### src/rtl/sel_ctrl_pkg.sv
// Shared types and default constants for the push-button select controller.
package sel_ctrl_pkg;

  typedef enum logic [1:0] {
    RELEASED,
    PRESS_WAIT,
    HELD,
    RELEASE_WAIT
  } btn_state_t;

  localparam int DEBOUNCE_CYCLES_DEF = 16;
  localparam int AUTO_PERIOD_DEF     = 64;

endpackage

### src/rtl/sync_2ff.sv
// Two-flop synchroniser for a single asynchronous input; output resets to 0.
module sync_2ff (
  input  logic clk,
  input  logic rst_n,
  input  logic d,
  output logic q
);

  logic meta;

  // first stage may go metastable, second stage gives it a full cycle to settle
  always_ff @(posedge clk or negedge rst_n) begin
    if (!rst_n) begin
      meta <= 1'b0;
      q    <= 1'b0;
    end else begin
      meta <= d;
      q    <= meta;
    end
  end

endmodule

### src/rtl/sel_debounce_toggle.sv
// Push-button front end for the 2:1 data selector: synchronises and debounces
// the raw button, emits a one-cycle press pulse, and toggles sel on each press.
// Optional build macro SEL_AUTO_TOGGLE_EN adds the auto port and a free-running
// auto-toggle counter.
//
// state        | meaning
// RELEASED     | debounced level is 0, waiting for synced button high
// PRESS_WAIT   | button high, counting stable cycles before accepting a press
// HELD         | debounced level is 1, waiting for synced button low
// RELEASE_WAIT | button low, counting stable cycles before accepting release
module sel_debounce_toggle
  import sel_ctrl_pkg::*;
#(
  parameter int   DEBOUNCE_CYCLES = DEBOUNCE_CYCLES_DEF,
  parameter logic SEL_INIT        = 1'b0
`ifdef SEL_AUTO_TOGGLE_EN
  , parameter int AUTO_PERIOD     = AUTO_PERIOD_DEF
`endif
) (
  input  logic clk,
  input  logic rst_n,
  input  logic btn,
`ifdef SEL_AUTO_TOGGLE_EN
  input  logic auto,
`endif
  output logic sel,
  output logic press,
  output logic stable
);

  localparam int CNT_W = $clog2(DEBOUNCE_CYCLES);
  localparam logic [CNT_W-1:0] CNT_LAST = CNT_W'(DEBOUNCE_CYCLES - 1);
  localparam logic [CNT_W-1:0] CNT_MAX  = '1;

  btn_state_t       state;
  logic [CNT_W-1:0] cnt;
  logic [CNT_W-1:0] cnt_inc;
  logic             btn_s;
  logic             accept;
  logic             toggle;

  sync_2ff u_sync_btn (
    .clk   (clk),
    .rst_n (rst_n),
    .d     (btn),
    .q     (btn_s)
  );

  // The cycle that enters a wait state already counts as the first stable
  // cycle, so the level is accepted when the incremented count hits the last
  // value; the counter saturates rather than wrapping.
  assign cnt_inc = (cnt == CNT_MAX) ? cnt : cnt + CNT_W'(1);
  assign accept  = (state == PRESS_WAIT) && btn_s && (cnt_inc == CNT_LAST);

  // debounce FSM with registered press pulse and debounced level
  always_ff @(posedge clk or negedge rst_n) begin
    if (!rst_n) begin
      state  <= RELEASED;
      cnt    <= '0;
      press  <= 1'b0;
      stable <= 1'b0;
    end else begin
      press <= 1'b0;
      case (state)
        RELEASED: begin
          if (btn_s) begin
            state <= PRESS_WAIT;
            cnt   <= '0;
          end
        end
        PRESS_WAIT: begin
          if (!btn_s) begin
            state <= RELEASED;
            cnt   <= '0;
          end else if (accept) begin
            state  <= HELD;
            cnt    <= '0;
            press  <= 1'b1;
            stable <= 1'b1;
          end else begin
            cnt <= cnt_inc;
          end
        end
        HELD: begin
          if (!btn_s) begin
            state <= RELEASE_WAIT;
            cnt   <= '0;
          end
        end
        RELEASE_WAIT: begin
          if (btn_s) begin
            state <= HELD;
            cnt   <= '0;
          end else if (cnt_inc == CNT_LAST) begin
            state  <= RELEASED;
            cnt    <= '0;
            stable <= 1'b0;
          end else begin
            cnt <= cnt_inc;
          end
        end
      endcase
    end
  end

`ifdef SEL_AUTO_TOGGLE_EN
  localparam int AUTO_W = $clog2(AUTO_PERIOD);
  localparam logic [AUTO_W-1:0] AUTO_LAST = AUTO_W'(AUTO_PERIOD - 1);

  logic [AUTO_W-1:0] auto_cnt;
  logic              wrap;

  assign wrap = auto && (auto_cnt == AUTO_LAST);

  // auto period counter: idles at 0 when disabled, restarts on a press or wrap
  always_ff @(posedge clk or negedge rst_n) begin
    if (!rst_n) begin
      auto_cnt <= '0;
    end else if (!auto || accept || wrap) begin
      auto_cnt <= '0;
    end else begin
      auto_cnt <= auto_cnt + AUTO_W'(1);
    end
  end

  // a press landing on a wrap is a single toggle request
  assign toggle = accept | wrap;
`else
  assign toggle = accept;
`endif

  // select register flips on the same edge the press pulse rises
  always_ff @(posedge clk or negedge rst_n) begin
    if (!rst_n) begin
      sel <= SEL_INIT;
    end else if (toggle) begin
      sel <= ~sel;
    end
  end

endmodule

### config.mk
export PLATFORM = sky130hd
export DESIGN_NAME = sel_debounce_toggle
export DESIGN_NICKNAME = d
export VERILOG_FILES = /design/src/rtl/sel_ctrl_pkg.sv /design/src/rtl/sync_2ff.sv /design/src/rtl/sel_debounce_toggle.sv
export SDC_FILE = /design/constraint.sdc
export NUM_CORES = 1
export LEC_CHECK = 0
export CORE_AREA = 3 3 40 42
export CTS_BUF_LIST = sky130_fd_sc_hd__clkbuf_2 sky130_fd_sc_hd__clkbuf_4 sky130_fd_sc_hd__clkbuf_8
export DETAILED_ROUTE_END_ITERATION = 16
export DIE_AREA = 0 0 43 45
export MAX_ROUTING_LAYER = met4
export PLACE_DENSITY = 0.72
export SYNTH_ARGS = -nofsm -noshare
export SYNTH_HDL_FRONTEND = slang
export SYNTH_SLANG_ARGS = --single-unit
### constraint.sdc
create_clock -name clk -period 1.5 [get_ports clk]
set_input_delay 0.225 -clock clk [delete_from_list [all_inputs] [get_ports clk]]
set_output_delay 0.225 -clock clk [all_outputs]
set_load 0.01 [all_outputs]
==> impl_metrics.tcl, run 1 <==
set metrics [dict create \
    yosysSeqAreaShare 0.4762 \
    core.rowCount 13 \
    drtIter0Drc 13 \
    synth-seq-cells 11 \
    nets 73 \
    clockRootBuffer "clkbuf_4" \
    final_common_cell "dfrtp_1" \
    async_reset_ff_frac 1.000 \
    cts_made_buffers 3 \
    worst_pin_slew_ps 485.4 \
    grt_pass1_vias 398 \
    drive_gt1_frac 0.2206 \
    path_depth 5 \
    yosysWarningCount 0 \
    grt_max_degree 12 \
    crit_path_start "cnt[0]" \
    p_leak_nw 0.3177 \
    die_x_um 43 \
    avgSynthCellArea_um2 9.798 \
    cp_slowest_cell "dfrtp_1" \
    crit_end "sel" \
    start_util 0.4499 \
    fin_skew_ps 2.832 \
    stdcell_count 83 \
    clock.fmax_ghz 0.6990 \
    cap_viol_max_count 0 \
    place.gp.congestion 0.7904 \
    vias 457 \
    synth_cells 59 \
    r2r-start "cnt[0]" \
    crit_required_ps 1660 \
    synthFlopType "dfrtp_1" \
    io_buffer_count 5 \
    fin_setup_tns_ps 0 \
    synth_nets 63 \
    ctsHoldBuffers 0 \
    ys_types 29 \
    final_util 0.5521 \
    period_needed_ps 1431 \
    status "finished, final reports clean" \
    overflow 0 \
    routed_wl_um 1059 \
    reg2reg_to "sel" \
    hold_viol 0 \
    dp.cells 78 \
    reg2reg_slack_ps 70 \
    path_cells "ha_4 > nand4b_1 > o22ai_2 > nand3_2 > xnor2_1" \
    critical-path-max-stage-delay_ps 420 \
    synthesis.area_um2 578.1 \
    cts_htree_levels 1 \
    dieHeight_um 45 \
    worstPathMaxFanout 5 \
    drc 0 \
    antenna_left 0 \
    drv_slew 0 \
    track_usage 0.1272 \
    path_clk_slew_ps 70 \
    area_delta_synth_final_pct 22.73 \
    grt_pass1_wl_um 1718 \
    tritoncts "built" \
    ios 6 \
    timing.final.crit_share 0.9537 \
    clock-sinks 11 \
    cts.path.max_buffers 2 \
    critPathLaunchType "register" \
    rsz0062_at_grt "false" \
    end_kind "register" \
    core_um2 1285 \
    peakVddDrop_uv 518.2 \
    fin_hold_ws_ps 280.8 \
    die-area_um2 1935 \
    min_path_type "input port to async pin" \
    worstPathArrival_ps 1590 \
    power-per-cell-area_nw_per_um2 821.8 \
    insertedDiodeCount 0 \
    r2r_cells 5 \
    worst-setup-path-type "register to register" \
    final_cell_mix "dfrtp_1 (11), nand2_1 (6), clkdlybuf4s50_1 (5)" \
    dp_hpwl_um 734.9 \
    synth_edf_count 0 \
    first_pass_iters 4 \
    clock_latency_ps 270 \
    finalSetupViolCount 0 \
    crit_family "flip-flops" \
    vias_per_cell 5.506 \
    critPathBufInv 0 \
    antenna_found_initial 0 \
    route.detailed.wl_per_inst_um 12.76 \
    timing.slew.headroom 0.6754 \
]
-- cells in the mapped netlist, types with 2 or more instances --
master	instances	area [um2]
a21o_1	3	22.52
buf_2	3	15.01
dfrtp_1	11	275.3
inv_1	2	7.510
nand2_1	6	22.52
nand3_1	4	20.02
nand4_1	2	12.51
nor2_1	2	7.510
o21ai_0	5	25.02
xnor2_1	2	17.52
-- stage by stage --
stage          area [um2]  power (mW)  setup slack (ps)
4_1_cts             676.9      0.5872             11.98
6_report            709.4      0.5830             69.39
3_3_place_gp        649.4      0.3755             66.26
2_1_floorplan       578.1      0.3525             45.12
3_5_place_dp        649.4      0.3777             20.92
5_1_grt             709.4      0.6185             9.951
-- sequential cells by signal, summed over array words and instances (netlist names), named ones only --
signal           flops
u_sync_btn.q         1
stable               1
u_sync_btn.meta      1
sel                  1
cnt                  4
press                1
state                1
-- worst min-delay path by stage --
stage / slack, ps / cells past startpoint / end
after floorplan: -70 / 0 / async pin
after global routing: 290 / 1 / u_sync_btn.q
after detailed placement: 340 / 0 / u_sync_btn.q
after global placement: 340 / 0 / u_sync_btn.q
final: 280 / 1 / cnt[1]
after CTS: 290 / 1 / u_sync_btn.meta
-- worst reg2reg max path, delay by kind of cell (launching register included) --
family | cells | cell delay, ps
flip-flops | 1 | 420
adder cells (fa/ha/maj) | 1 | 300
AND/OR/NAND/NOR | 2 | 250
AO/OA/AOI/OAI | 1 | 210
XOR/XNOR | 1 | 140
-- routing by layer --
layer,vias up,track usage,wire length [um]
met5,-,-,0
met4,0,0.03614,5
met3,2,0.05976,53
met2,14,0.1886,526
met1,219,0.1562,473
li1,222,-,-
-- what timing repair did --
item                                    CTS  global route
gates resized for setup                   0             4
buffers inserted                          0             1
endpoints found under the setup margin    0             3
-- power breakdown --
group	switching (mW)	total [mW]	internal, mW
Sequential	0.0103	0.315	0.305
Clock	0.105	0.203	0.0987
Combinational	0.0315	0.0646	0.0331
Total	0.146	0.583	0.437
-- cell type report --
type                       count  area [um2]
multi-input combinational     42       300.3
clock buffer                   3       22.52
fill                         112       575.6
clock inverter                 1       5.005
timing repair buffer           9       80.08
inverter                       2       7.507
tap                           15       18.77
sequential                    11       275.3
-- cells by family after synthesis --
| family | after synthesis | synth area share |
|---|---|---|
| compound gates | 14 | 0.1667 |
| xor+xnor | 3 | 0.05845 |
| fa+ha+maj | 1 | 0.02164 |
| buf+inv | 6 | 0.04761 |
| flops | 11 | 0.4762 |
| mux | 1 | 0.01732 |
| simple gates | 23 | 0.2122 |
Note: power is estimated with default switching activity, not from simulation.
==> run 2, diff against run 1 <==
--- a/config.mk
+++ b/config.mk
@@ -10,7 +10,7 @@
 export DETAILED_ROUTE_END_ITERATION = 16
 export DIE_AREA = 0 0 43 45
 export MAX_ROUTING_LAYER = met4
-export PLACE_DENSITY = 0.72
+export PLACE_DENSITY = 0.66
 export SYNTH_ARGS = -nofsm -noshare
 export SYNTH_HDL_FRONTEND = slang
 export SYNTH_SLANG_ARGS = --single-unit
==> run 2 against run 1 <==
Final cell count unchanged. Clock power increased by 7%. Sequential power about the same. Count of clock-buffer cells in the layout increased by 1. Critical endpoint is now stable. Largest cell class unchanged. Largest power group unchanged. Highest routed layer unchanged.
==> impl_metrics.tcl, run 2 (synthesized netlist as in run 1, its figures left out) <==
set metrics [dict create \
    timing.slew.headroom 0.6790 \
    final_util 0.5521 \
    crit_family "buffers and inverters" \
    worstPathArrival_ps 1200 \
    die_x_um 43 \
    worst-setup-path-type "register to output port" \
    cts.path.max_buffers 2 \
    p_leak_nw 0.3186 \
    cap_viol_max_count 0 \
    power-per-cell-area_nw_per_um2 842.2 \
    io_buffer_count 5 \
    dp_hpwl_um 774 \
    period_needed_ps 1430 \
    timing.final.crit_share 0.9530 \
    hold_viol 0 \
    critical-path-max-stage-delay_ps 550 \
    stdcell_count 83 \
    reg2reg_to "sel" \
    critPathBufInv 1 \
    overflow 0 \
    fillers 107 \
    end_kind "output port" \
    clockRootBuffer "clkbuf_4" \
    ios 6 \
    cts_made_buffers 3 \
    path_cells "clkdlybuf4s50_1" \
    place.gp.congestion 0.8172 \
    drive_gt1_frac 0.2206 \
    route.detailed.wl_per_inst_um 12.90 \
    top_register "cnt" \
    dp.cells 78 \
    grt_max_degree 12 \
    nets 73 \
    drc 0 \
    start_util 0.4499 \
    cp_slowest_cell "clkdlybuf4s50_1" \
    insertedDiodeCount 0 \
    ctsHoldBuffers 0 \
    worstPathMaxFanout 3 \
    cts_htree_levels 1 \
    final_cell_mix "dfrtp_1 (11), nand2_1 (6), clkdlybuf4s50_1 (5)" \
    antenna_left 0 \
    largest_register_ffs 4 \
    die-area_um2 1935 \
    dieHeight_um 45 \
    grt_pass1_vias 388 \
    track_usage 0.1288 \
    core.rowCount 13 \
    final_common_cell "dfrtp_1" \
    drv_slew 0 \
    antenna_found_initial 0 \
    status "finished, final reports clean" \
    area_delta_synth_final_pct 22.73 \
    clock.fmax_ghz 0.6995 \
    clock_latency_ps 270 \
    routed_wl_um 1071 \
    reg2reg_slack_ps 90 \
    path_depth 1 \
    finalSetupViolCount 0 \
    first_pass_iters 4 \
    drtIter0Drc 10 \
    crit_required_ps 1270 \
    peakVddDrop_uv 415.3 \
    path_clk_slew_ps 70 \
    critPathLaunchType "register" \
    vias_per_cell 5.458 \
    tritoncts "built" \
    worst_pin_slew_ps 480.0 \
    r2r_cells 5 \
    seq_area_um2 275.3 \
    multi_input_area_um2 297.8 \
    clock-sinks 11 \
    core_um2 1285 \
    rsz0062_at_grt "false" \
    r2r-start "cnt[1]" \
    grt_pass1_wl_um 1731 \
    min_path_type "input port to async pin" \
    vias 453 \
    fin_skew_ps 1.077 \
    fin_setup_tns_ps 0 \
]
## run 2: changes by cell type in the layout (fill, tap and decap cells not counted)
cell / before / now
clkbuf_4: 3 / 4
xnor2_2: 1 / 0
a211oi_2: 0 / 1
a211oi_1: 1 / 0
clkinv_2: 1 / 0
xnor2_1: 1 / 2
## run 2: what timing repair did
item	4_1_cts	5_1_grt
resized for setup	0	4
setup buffers	0	1
endpoints found under the setup margin	0	2
## run 2: metal layers
layer	global-route usage	routed length (um)	share of wire
met3	0.02390	31	0.029
met4	0.1084	38	0.035
met1	0.1633	493	0.46
met2	0.1766	508	0.47
met5	-	0	0
## run 2: final cells by class
type,count,area share
Clock buffer,4,0.04233
Inverter,2,0.01058
Multi-Input combinational cell,42,0.4198
Sequential cell,11,0.3880
Tap cell,15,0.02646
Timing Repair Buffer,9,0.1129
## run 2: per-stage QoR
step,power (mW),area (um2),setup WS (ps),hold WS (ps)
2_1_floorplan,0.3525,578.1,45.12,-70.59
6_report,0.5975,709.4,70.47,283.0
3_5_place_dp,0.3775,649.4,12.78,345.0
3_3_place_gp,0.3755,649.4,66.64,335.1
5_1_grt,0.6340,709.4,22.76,297.3
4_1_cts,0.5966,679.4,19.73,288.7
## run 2: worst max path at each step
stage,from,endpoint,slack [ps]
finish,stable,stable,70
global route,stable,stable,20
CTS,cnt[1],sel,20
detailed placement,cnt[1],sel,10
global placement,cnt[0],cnt[3],70
floorplan,cnt[1],cnt[3],50
## run 2: report_power, final
group | switching, mW | leakage (nW) | internal (mW) | total, mW
combinational | 0.0322 | 0.160 | 0.0327 | 0.0649
sequential | 0.0100 | 0.140 | 0.305 | 0.315
clock | 0.0964 | 0.0184 | 0.121 | 0.217
total | 0.139 | 0.319 | 0.459 | 0.597
==> run 3, diff against run 2 <==
--- a/config.mk
+++ b/config.mk
@@ -6,7 +6,6 @@
 export NUM_CORES = 1
 export LEC_CHECK = 0
 export CORE_AREA = 3 3 40 42
-export CTS_BUF_LIST = sky130_fd_sc_hd__clkbuf_2 sky130_fd_sc_hd__clkbuf_4 sky130_fd_sc_hd__clkbuf_8
 export DETAILED_ROUTE_END_ITERATION = 16
 export DIE_AREA = 0 0 43 45
 export MAX_ROUTING_LAYER = met4
@@ -14,3 +13,4 @@
 export SYNTH_ARGS = -nofsm -noshare
 export SYNTH_HDL_FRONTEND = slang
 export SYNTH_SLANG_ARGS = --single-unit
+export TNS_END_PERCENT = 10
==> run 3 against run 2 <==
Critical path depth did not move. First-iteration DRC count is 10% lower. Register-to-register slack about the same. Count of clock-buffer cells in the layout unchanged. Clock skew about the same. Sequential cell count is the same. Largest cell class unchanged. Highest routed layer unchanged.
==> impl_metrics.tcl, run 3 (synthesized netlist as in run 1, its figures left out) <==
set metrics [dict create \
    status "finished, final reports clean" \
    timing.final.crit_share 0.9567 \
    ios 6 \
    place.gp.congestion 0.8172 \
    final_cell_mix "dfrtp_1 (11), nand2_1 (6), clkdlybuf4s50_1 (5)" \
    reg2reg_to "sel" \
    clock_latency_ps 270 \
    grt_pass1_wl_um 1711 \
    drtIter0Drc 9 \
    ctsHoldBuffers 0 \
    antenna_left 0 \
    area_delta_synth_final_pct 22.08 \
    first_pass_iters 4 \
    worstPathArrival_ps 1210 \
    peakVddDrop_uv 524.6 \
    cts_made_buffers 3 \
    end_kind "output port" \
    tritoncts "built" \
    p_switching_mw 0.1398 \
    worst_pin_slew_ps 480.2 \
    report.power.total_mw 0.5806 \
    grt_max_degree 12 \
    critical-path-max-stage-delay_ps 550 \
    r2r_cells 5 \
    cts.path.max_buffers 2 \
    p_leak_nw 0.3152 \
    die-area_um2 1935 \
    routed_wl_um 1075 \
    start_util 0.4499 \
    period_needed_ps 1435 \
    hold_viol 0 \
    crit_family "buffers and inverters" \
    fin_skew_ps 1.056 \
    path_clk_slew_ps 70 \
    cap_viol_max_count 0 \
    vias_per_cell 5.434 \
    post-place-ws_ps 12.78 \
    drv_slew 0 \
    core.rowCount 13 \
    die_x_um 43 \
    place_area_um2 649.4 \
    crit_required_ps 1270 \
    final_common_cell "dfrtp_1" \
    timing.slew.headroom 0.6788 \
    worstPathMaxFanout 3 \
    clock.fmax_ghz 0.6968 \
    clock-sinks 11 \
    fin_area_um2 705.7 \
    drc 0 \
    fin_setup_tns_ps 0 \
    io_buffer_count 5 \
    critPathBufInv 1 \
    cts_htree_levels 1 \
    setup_slack_ps 64.95 \
    r2r-start "cnt[1]" \
    worst-setup-path-type "register to output port" \
    rsz0062_at_grt "false" \
    reg2reg_slack_ps 90 \
    top_register "cnt" \
    power-per-cell-area_nw_per_um2 822.7 \
    critPathLaunchType "register" \
    route.detailed.wl_per_inst_um 12.95 \
    core_um2 1285 \
    drive_gt1_frac 0.2059 \
    path_cells "clkdlybuf4s50_1" \
    swShare 0.2408 \
    largest_register_ffs 4 \
    vias 451 \
    dieHeight_um 45 \
    combPwrFrac 0.112 \
    cp_slowest_cell "clkdlybuf4s50_1" \
    insertedDiodeCount 0 \
    min_path_type "input port to async pin" \
    finalSetupViolCount 0 \
    p_int_mw 0.4407 \
    track_usage 0.1253 \
    nets 73 \
    dp_hpwl_um 774 \
    overflow 0 \
    clockRootBuffer "clkbuf_4" \
    pwr-share-seq 0.543 \
    antenna_found_initial 0 \
    grt_pass1_vias 386 \
    p_clk_frac 0.345 \
]
==> run 3: power by group through the flow <==
stage,Combinational (mW),Sequential (mW),Clock [mW]
3_3_place_gp,0.0573,0.318,0
5_1_grt,0.0713,0.316,0.223
3_5_place_dp,0.0587,0.319,0
6_report,0.0649,0.315,0.201
2_1_floorplan,0.0352,0.317,0
4_1_cts,0.0586,0.313,0.203
==> run 3: timing repair <==
| item | in CTS | in global routing |
|---|---|---|
| setup buffers | 0 | 1 |
| resized for setup | 0 | 4 |
| endpoints found under the setup margin | 0 | 2 |
==> run 3: cell type report <==
| type | instances | area (um2) |
|---|---|---|
| timing repair buffer | 9 | 80.08 |
| multi-input combinational | 42 | 297.8 |
| sequential | 11 | 275.3 |
| clock buffer | 4 | 26.28 |
| tap | 15 | 18.77 |
| fill | 107 | 579.3 |
| inverter | 2 | 7.507 |
==> run 3: how the worst max path moves through the flow <==
stage / start / endpoint / depth (start not counted)
global placement: cnt[0] / cnt[3] / 5
floorplan: cnt[1] / cnt[3] / 6
finish: stable / stable / 1
detailed placement: cnt[1] / sel / 5
CTS: cnt[1] / sel / 5
global route: cnt[0] / register / 6
==> run 3: through the flow <==
stage	hold WS [ps]	instances	utilization
global placement	335.1	78	0.5054
global route	305.0	83	0.5492
floorplan	-70.59	59	-
finish	281.8	83	0.5492
CTS	294.6	82	0.5258
detailed placement	345.0	78	0.5054
==> run 3: worst register-to-register path: stages (launching register included) <==
cell	delay (ps)
dfrtp_1	410
ha_4	300
nand4b_1	110
o22ai_2	220
nand3_2	130
xnor2_1	140
==> run 3: metal layers <==
metal | wire (um) | track usage
met1 | 505 | 0.1633
met2 | 505 | 0.1737
met3 | 32 | 0.02390
met4 | 32 | 0.09036
met5 | 0 | -
